==> config.mk <==
export PLATFORM = sky130hd
export DESIGN_NAME = tri_root_seq
export DESIGN_NICKNAME = d
export VERILOG_FILES = /design/src/rtl/tri_root_seq.sv
export SDC_FILE = /design/constraint.sdc
export NUM_CORES = 1
export LEC_CHECK = 0
export ABC_AREA = 1
export ABC_CLOCK_PERIOD_IN_PS = 4580
export CAP_MARGIN = 20
export CELL_PAD_IN_SITES_DETAIL_PLACEMENT = 0
export CELL_PAD_IN_SITES_GLOBAL_PLACEMENT = 1
export CORE_MARGIN = 10
export CORE_UTILIZATION = 43
export CTS_CLUSTER_DIAMETER = 100
export DETAILED_ROUTE_END_ITERATION = 6
export PLACE_DENSITY_LB_ADDON = 0.15
export SLEW_MARGIN = 20
export SYNTH_ARGS = -nofsm -noshare
export SYNTH_HDL_FRONTEND = slang
export SYNTH_SLANG_ARGS = --single-unit
==> constraint.sdc <==
create_clock -name clk -period 4.58 [get_ports clk]
set_input_delay 0.458 -clock clk [delete_from_list [all_inputs] [get_ports clk]]
set_output_delay 0.458 -clock clk [all_outputs]
set_load 0.1 [all_outputs]
==> src/rtl/tri_root_seq.sv <==
// tri_root_seq: inverse triangular-number unit.
// Given S, returns the largest N with N(N+1)/2 <= S and the remainder
// R = S - N(N+1)/2 by subtracting 1, 2, 3, ... from an accumulator,
// one compare per clock, until the next step no longer fits.
module tri_root_seq #(
    parameter int unsigned SW = 7,
    parameter int unsigned NW = 4
) (
    input  logic          clk,
    input  logic          rst,
    input  logic          start,
    input  logic [SW-1:0] S,
    output logic [NW-1:0] N,
    output logic [SW-1:0] R,
    output logic          exact,
    output logic          busy,
    output logic          done
);

    // Step counter needs one extra bit: at full-scale S it reaches 2^NW.
    localparam int unsigned KW = NW + 1;
    // Common width for the acc >= k compare so neither side is truncated.
    localparam int unsigned CW = (SW > KW) ? SW : KW;

    typedef enum logic [1:0] {
        IDLE = 2'd0,
        RUN  = 2'd1,
        DONE = 2'd2
    } state_t;

    state_t          state;
    state_t          state_nxt;

    logic [SW-1:0]   acc;
    logic [SW-1:0]   acc_nxt;
    logic [KW-1:0]   k;
    logic [KW-1:0]   k_nxt;
    logic [NW-1:0]   n_cnt;
    logic [NW-1:0]   n_cnt_nxt;

    logic [NW-1:0]   n_out_nxt;
    logic [SW-1:0]   r_out_nxt;
    logic            exact_nxt;
    logic            busy_nxt;
    logic            done_nxt;

    logic            step_fits;

    // Next step fits in what is left of the sum; guards every subtraction.
    assign step_fits = (CW'(acc) >= CW'(k));

    // State register.
    always_ff @(posedge clk or posedge rst) begin
        if (rst) begin
            state <= IDLE;
        end else begin
            state <= state_nxt;
        end
    end

    // Datapath and output registers; outputs are loaded from their next values.
    always_ff @(posedge clk or posedge rst) begin
        if (rst) begin
            acc   <= '0;
            k     <= '0;
            n_cnt <= '0;
            N     <= '0;
            R     <= '0;
            exact <= 1'b0;
            busy  <= 1'b0;
            done  <= 1'b0;
        end else begin
            acc   <= acc_nxt;
            k     <= k_nxt;
            n_cnt <= n_cnt_nxt;
            N     <= n_out_nxt;
            R     <= r_out_nxt;
            exact <= exact_nxt;
            busy  <= busy_nxt;
            done  <= done_nxt;
        end
    end

    // Next-state, datapath update and registered-output next values.
    always_comb begin
        state_nxt = state;
        acc_nxt   = acc;
        k_nxt     = k;
        n_cnt_nxt = n_cnt;
        n_out_nxt = N;
        r_out_nxt = R;
        exact_nxt = exact;
        busy_nxt  = 1'b0;
        done_nxt  = 1'b0;

        case (state)
            // IDLE and DONE both accept a new request, giving back-to-back operation.
            IDLE, DONE: begin
                if (start) begin
                    acc_nxt   = S;
                    k_nxt     = KW'(1);
                    n_cnt_nxt = '0;
                    busy_nxt  = 1'b1;
                    state_nxt = RUN;
                end else begin
                    state_nxt = IDLE;
                end
            end

            // One compare per cycle; start is ignored here.
            RUN: begin
                if (step_fits) begin
                    acc_nxt   = acc - SW'(k);
                    n_cnt_nxt = n_cnt + NW'(1);
                    k_nxt     = k + KW'(1);
                    busy_nxt  = 1'b1;
                    state_nxt = RUN;
                end else begin
                    n_out_nxt = n_cnt;
                    r_out_nxt = acc;
                    exact_nxt = (acc == '0);
                    done_nxt  = 1'b1;
                    state_nxt = DONE;
                end
            end

            default: begin
                state_nxt = IDLE;
            end
        endcase
    end

endmodule

; Yosys cells after proc, flatten, opt, wreduce, memory -nomap -nowiden
; Cells that the tools add are included.
[op_classes]
add_sub_neg = 3
eq_ne = 4
mux = 17
n_bitwise = 1
magnitude_cmp = 1
n_reduce_logical = 6
[ops]
columns = operator, n
row1 = 7-bit 2-to-1 mux, 2
row2 = 7-bit one-hot mux with 2 select lines, 1
row3 = 5-bit 2-to-1 mux, 2
row4 = 5-bit one-hot mux with 2 select lines, 1
row5 = 4-bit 2-to-1 mux, 2
row6 = 4-bit one-hot mux with 2 select lines, 1
row7 = 7-bit by 5-bit greater-or-equal comparator with 1-bit output, 1
row8 = 7-bit logical NOT, 1
row9 = 7-bit by 5-bit subtractor with 7-bit output, 1
row10 = 5-bit by 1-bit adder with 5-bit output (second input constant), 1
row11 = 1-bit 2-to-1 mux, 5
row12 = 4-bit by 1-bit adder with 4-bit output (second input constant), 1
row13 = 2-bit != test (second input constant), 2
row14 = 2-bit one-hot mux with 2 select lines, 1
row15 = 3-bit AND reduction, 1
row16 = 2-bit by 1-bit == test with 1-bit output (second input constant), 1
row17 = 2-bit == test (second input constant), 1
row18 = 2-bit logical NOT, 1
row19 = 2-bit 2-to-1 mux, 1
row20 = 1-bit one-hot mux with 2 select lines, 1
row21 = 2-bit AND reduction, 1
row22 = 2-bit nonzero test, 1
row23 = 2-bit OR reduction, 1
row24 = 1-bit NOT, 1
[totals]
reg_bits = 32
elab_cells = 41
inputBits = 10
output_inout_bits = 14

; Depth between registers and ports, before layout
[logic_depth]
depth_word = 4
depth_mapped = 13
mapped_depth_nobuf = 12

; Worst setup path after synthesis
; OpenSTA, ideal clock, no wires.
[synth_path]
kind = flip-flop to flip-flop
from = reg state[0]
to = reg k[2]
setup_time_ps = 65
required_time_ps = 4515
setup_slack_ps = 2545
arrival_time_ps = 1970
path_stages_with_launch = 8
path_buffers = 1
synth_period_minus_slack_ps = 2035
cell_sequence = dfrtp_1 > inv_1 > nor2_4 > inv_1 > clkbuf_1 > nor3b_1 > nand2_1 > nand2_1
[synth_between]
elab_chain_cells = 4
word_cells_on_any_way = 9
classes_between = 4 x eq/ne / 1 x mux / 4 x reduce/logical
[synth_lines]
columns = element, line
row1 = start: declaration, 31  ; state_t state;
row2 = start signal: assignment, 57  ; state <= state_nxt;
row3 = 2-bit == test / 2-bit logical NOT (equally long branches), 96  ; case (state)
row4 = 2-bit OR reduction, 96
row5 = 2-bit != test (no source line) / 2-bit nonzero test (equally long branches), --
row6 = 3-bit AND reduction (no source line), --
row7 = end signal: assignment, 74  ; k <= k_nxt;
row8 = end: declaration, 36  ; logic [KW-1:0] k;
; Several ways; a longest one is shown, not always the timed one.
; A chain may end at the register's enable or synchronous reset.

; Worst setup path in the final report
[layout_path]
from = reg done
to = out done
[layout_lines]
columns = element, line
row1 = start: declaration, 17  ; output logic done
row2 = start signal: assignment, 80  ; done <= done_nxt;
; No word-level cell between the ends.

==> metrics.md <==
| Metric | Value |
|---|---|
| Clock Latency Late Sink | `280 ps` |
| Core Area | `0.00374 mm^2` |
| Synth Area per Inst | `8.02 um^2` |
| Post-synth net total | `230` |
| # nets final | `254` |
| Final setup vio count | `0` |
| Critical Path AT | `1830 ps` |
| First-pass GRT wire length | `6450 um` |
| Antenna-violating nets left | `0` |
| Clk_skew | `7.46 ps` |
| Global Route Usage Sum | `0.110` |
| Worst endpoint required time | `4120 ps` |
| Status | `complete, no violations` |
| Cts repair resizes | `0` |
| CTS tree | `built` |
| Die Footprint | `0.00687 mm^2` |
| TNS Setup | `0 ps` |
| CTS max path bufs | `2` |
| Cells after DPL | `277` |
| Area of the mapped netlist | `0.00170 mm^2` |
| IO Pins | `24` |
| Metal3 WL | `183 um` |
| DR pass1 iterations | `4` |
| Top delay family on crit path | `buffers and inverters` |
| Crit path buf inv count | `1` |
| Postcts setup bufs | `0` |
| RSZ-0062 raised after global routing | `false` |
| Detailed-route via count | `1,388` |
| Final worst-path cycle share | `0.499` |
| Highest layer used for signal routing | `met4` |
| # hold bufs at CTS | `0` |
| Layout area overhead | `19.8%` |
| FMAX | `438 MHz` |
| Final hold slack | `464 ps` |
| FF+latch count, synth | `30` |
| Worst path max stage delay | `1160 ps` |
| Vias per cell | `4.87` |
| Placer congestion estimate | `0.891` |
| Ant. Diodes | `0` |
| H-tree depth | `2` |
| Largest net degree at the start of global routing | `31` |
| Port bufs | `23` |
| Initial core utilization | `0.454` |
| Type of origin of the critical path | `flop` |
| Final wirelength | `3810 um` |
| Core Util, Final | `0.544` |
| CTS Sinks | `30` |
| Synth warn | `0` |
| Max Fanout on Critical Path | `2` |
| Pins Over Slew Limit | `0` |
| Minimum clock period | `2280 ps` |
| Yosys cell types | `28` |
| Initial antenna violation count | `0` |
| Total of max-cap violations | `0` |
| Worst slew pin tran | `995 ps` |
| Layout cells sized above 1 | `0.0844` |
| CP Class | `reg -> out` |
| TritonCTS Buffers | `5` |
| Die extent in x | `82.9 um` |
| CTS Root Cell | `clkbuf_8` |
| Clk slew on worst S/H paths | `60 ps` |
| Layout Cells excl Fill | `285` |
| EDFF count, synth | `0` |
| HP Class | `reg -> reg` |
| Starting DRT DRC Count | `68` |
| Slowest cell on crit path | `clkdlybuf4s50_1` |
| Met1 WL | `1770 um` |
| Synth Flop Type | `dfrtp_1` |
| Relative slew slack | `0.334` |
| Asr flop ratio synth | `1.00` |
| Dpl hpwl | `2870 um` |
| Num rows | `22` |
| Number of global-route vias before repair | `1,347` |
| WL per Instance | `13.4 um` |
| Final hold vios | `0` |
| DRC viols | `0` |
| Worst-path cell chain | `clkdlybuf4s50_1` |
| Synthesized instance count | `212` |
| Met2 routed WL | `1820 um` |
| Worst setup EP type | `output pin` |
| Die H | `82.9 um` |
| Grt total ovfl | `0` |
| Fillers | `366` |
| Register area share after synthesis | `0.442` |
-- worst paths after layout --
path / cells past startpoint / from / to / slack [ps]
max in group asynchronous: 2 / rst / acc[4] / 3590
min in group asynchronous: 2 / rst / n_cnt[1] / 580
worst max-delay path: 1 / done / done / 2300
worst min register to register: 2 / R[5] / R[5] / 460
worst min-delay path: 2 / R[5] / R[5] / 460
worst max register to register: 11 / acc[2] / acc[6] / 2590
-- cell families (layout without fill, tap and decap cells) --
| logic type | Yosys count | in the layout | share of synthesized area |
|---|---|---|---|
| DFF | 30 | 30 | 0.442 |
| xor gates and xnor gates | 6 | 6 | 0.0309 |
| adders and majority gates | 8 | 8 | 0.0633 |
| AOI/OAI and AO/OA | 14 | 14 | 0.0442 |
| and+or+nand+nor | 125 | 125 | 0.343 |
| buffers and inverters | 29 | 54 | 0.0773 |
-- synthesized netlist by cell type, types with 2 or more instances --
master    count  area, um^2
buf_4         2        15.0
buf_6         2        22.5
clkbuf_1      2        7.51
dfrtp_1      30         751
ha_1          7        87.6
inv_1        21        78.8
nand2_1      77         289
nand2_4       2        22.5
nand3_1      24         120
nand4_1       2        12.5
nand4_2       2        25.0
nor2_1       10        37.5
nor2_4        2        22.5
o21ai_0       6        30.0
o21ai_1       6        30.0
xor2_1        5        43.8
-- cell usage in the layout (no fill, tap or decap), drive strengths merged --
master         count
inv               22
nand3             25
nor3b              1
nand2             80
xnor2              1
nand4              4
nor2              13
fa                 1
ha                 7
xor2               5
o21ai             12
a31oi              1
clkinv             2
and2b              1
clkbuf             7
dfrtp             30
nor4               1
a21oi              1
clkdlybuf4s50     23
-- routing by layer --
metal	up-vias	track usage
met5	-	0
met4	0	0.0323
met3	4	0.0371
met2	30	0.177
met1	636	0.135
li1	718	-
-- registers in the layout, summed over array words and instances (netlist names) --
register  cells
R             7
acc           7
k             5
N             4
n_cnt         4
done          1
exact         1
state         1
-- stage by stage --
step	area, um^2	worst slack [ps]
6_report	2040	2300
5_1_grt	2040	2250
4_1_cts	2040	2280
3_5_place_dp	1950	2590
3_3_place_gp	1950	2610
2_1_floorplan	1700	2540
-- worst min-delay path, delay by kind of cell, from the launching register on --
family                 cells  cell delay (ps)
and+or+nand+nor            1               50
buffers and inverters      1               40
DFF                        1              340
-- cell type report --
class / count / area (um^2) / share of cell area
Multi-Input combinational cell: 153 / 818 / 0.402
Sequential cell: 30 / 751 / 0.369
Timing Repair Buffer: 23 / 230 / 0.113
Clock buffer: 7 / 86.3 / 0.0424
Inverter: 23 / 86.3 / 0.0424
Tap cell: 48 / 60.1 / 0.0295
Clock inverter: 1 / 5.00 / 0.00246
Power is left out: the tool's default activity adds up to more than one toggle a clock period on the data nets, which glitch-free logic cannot reach.
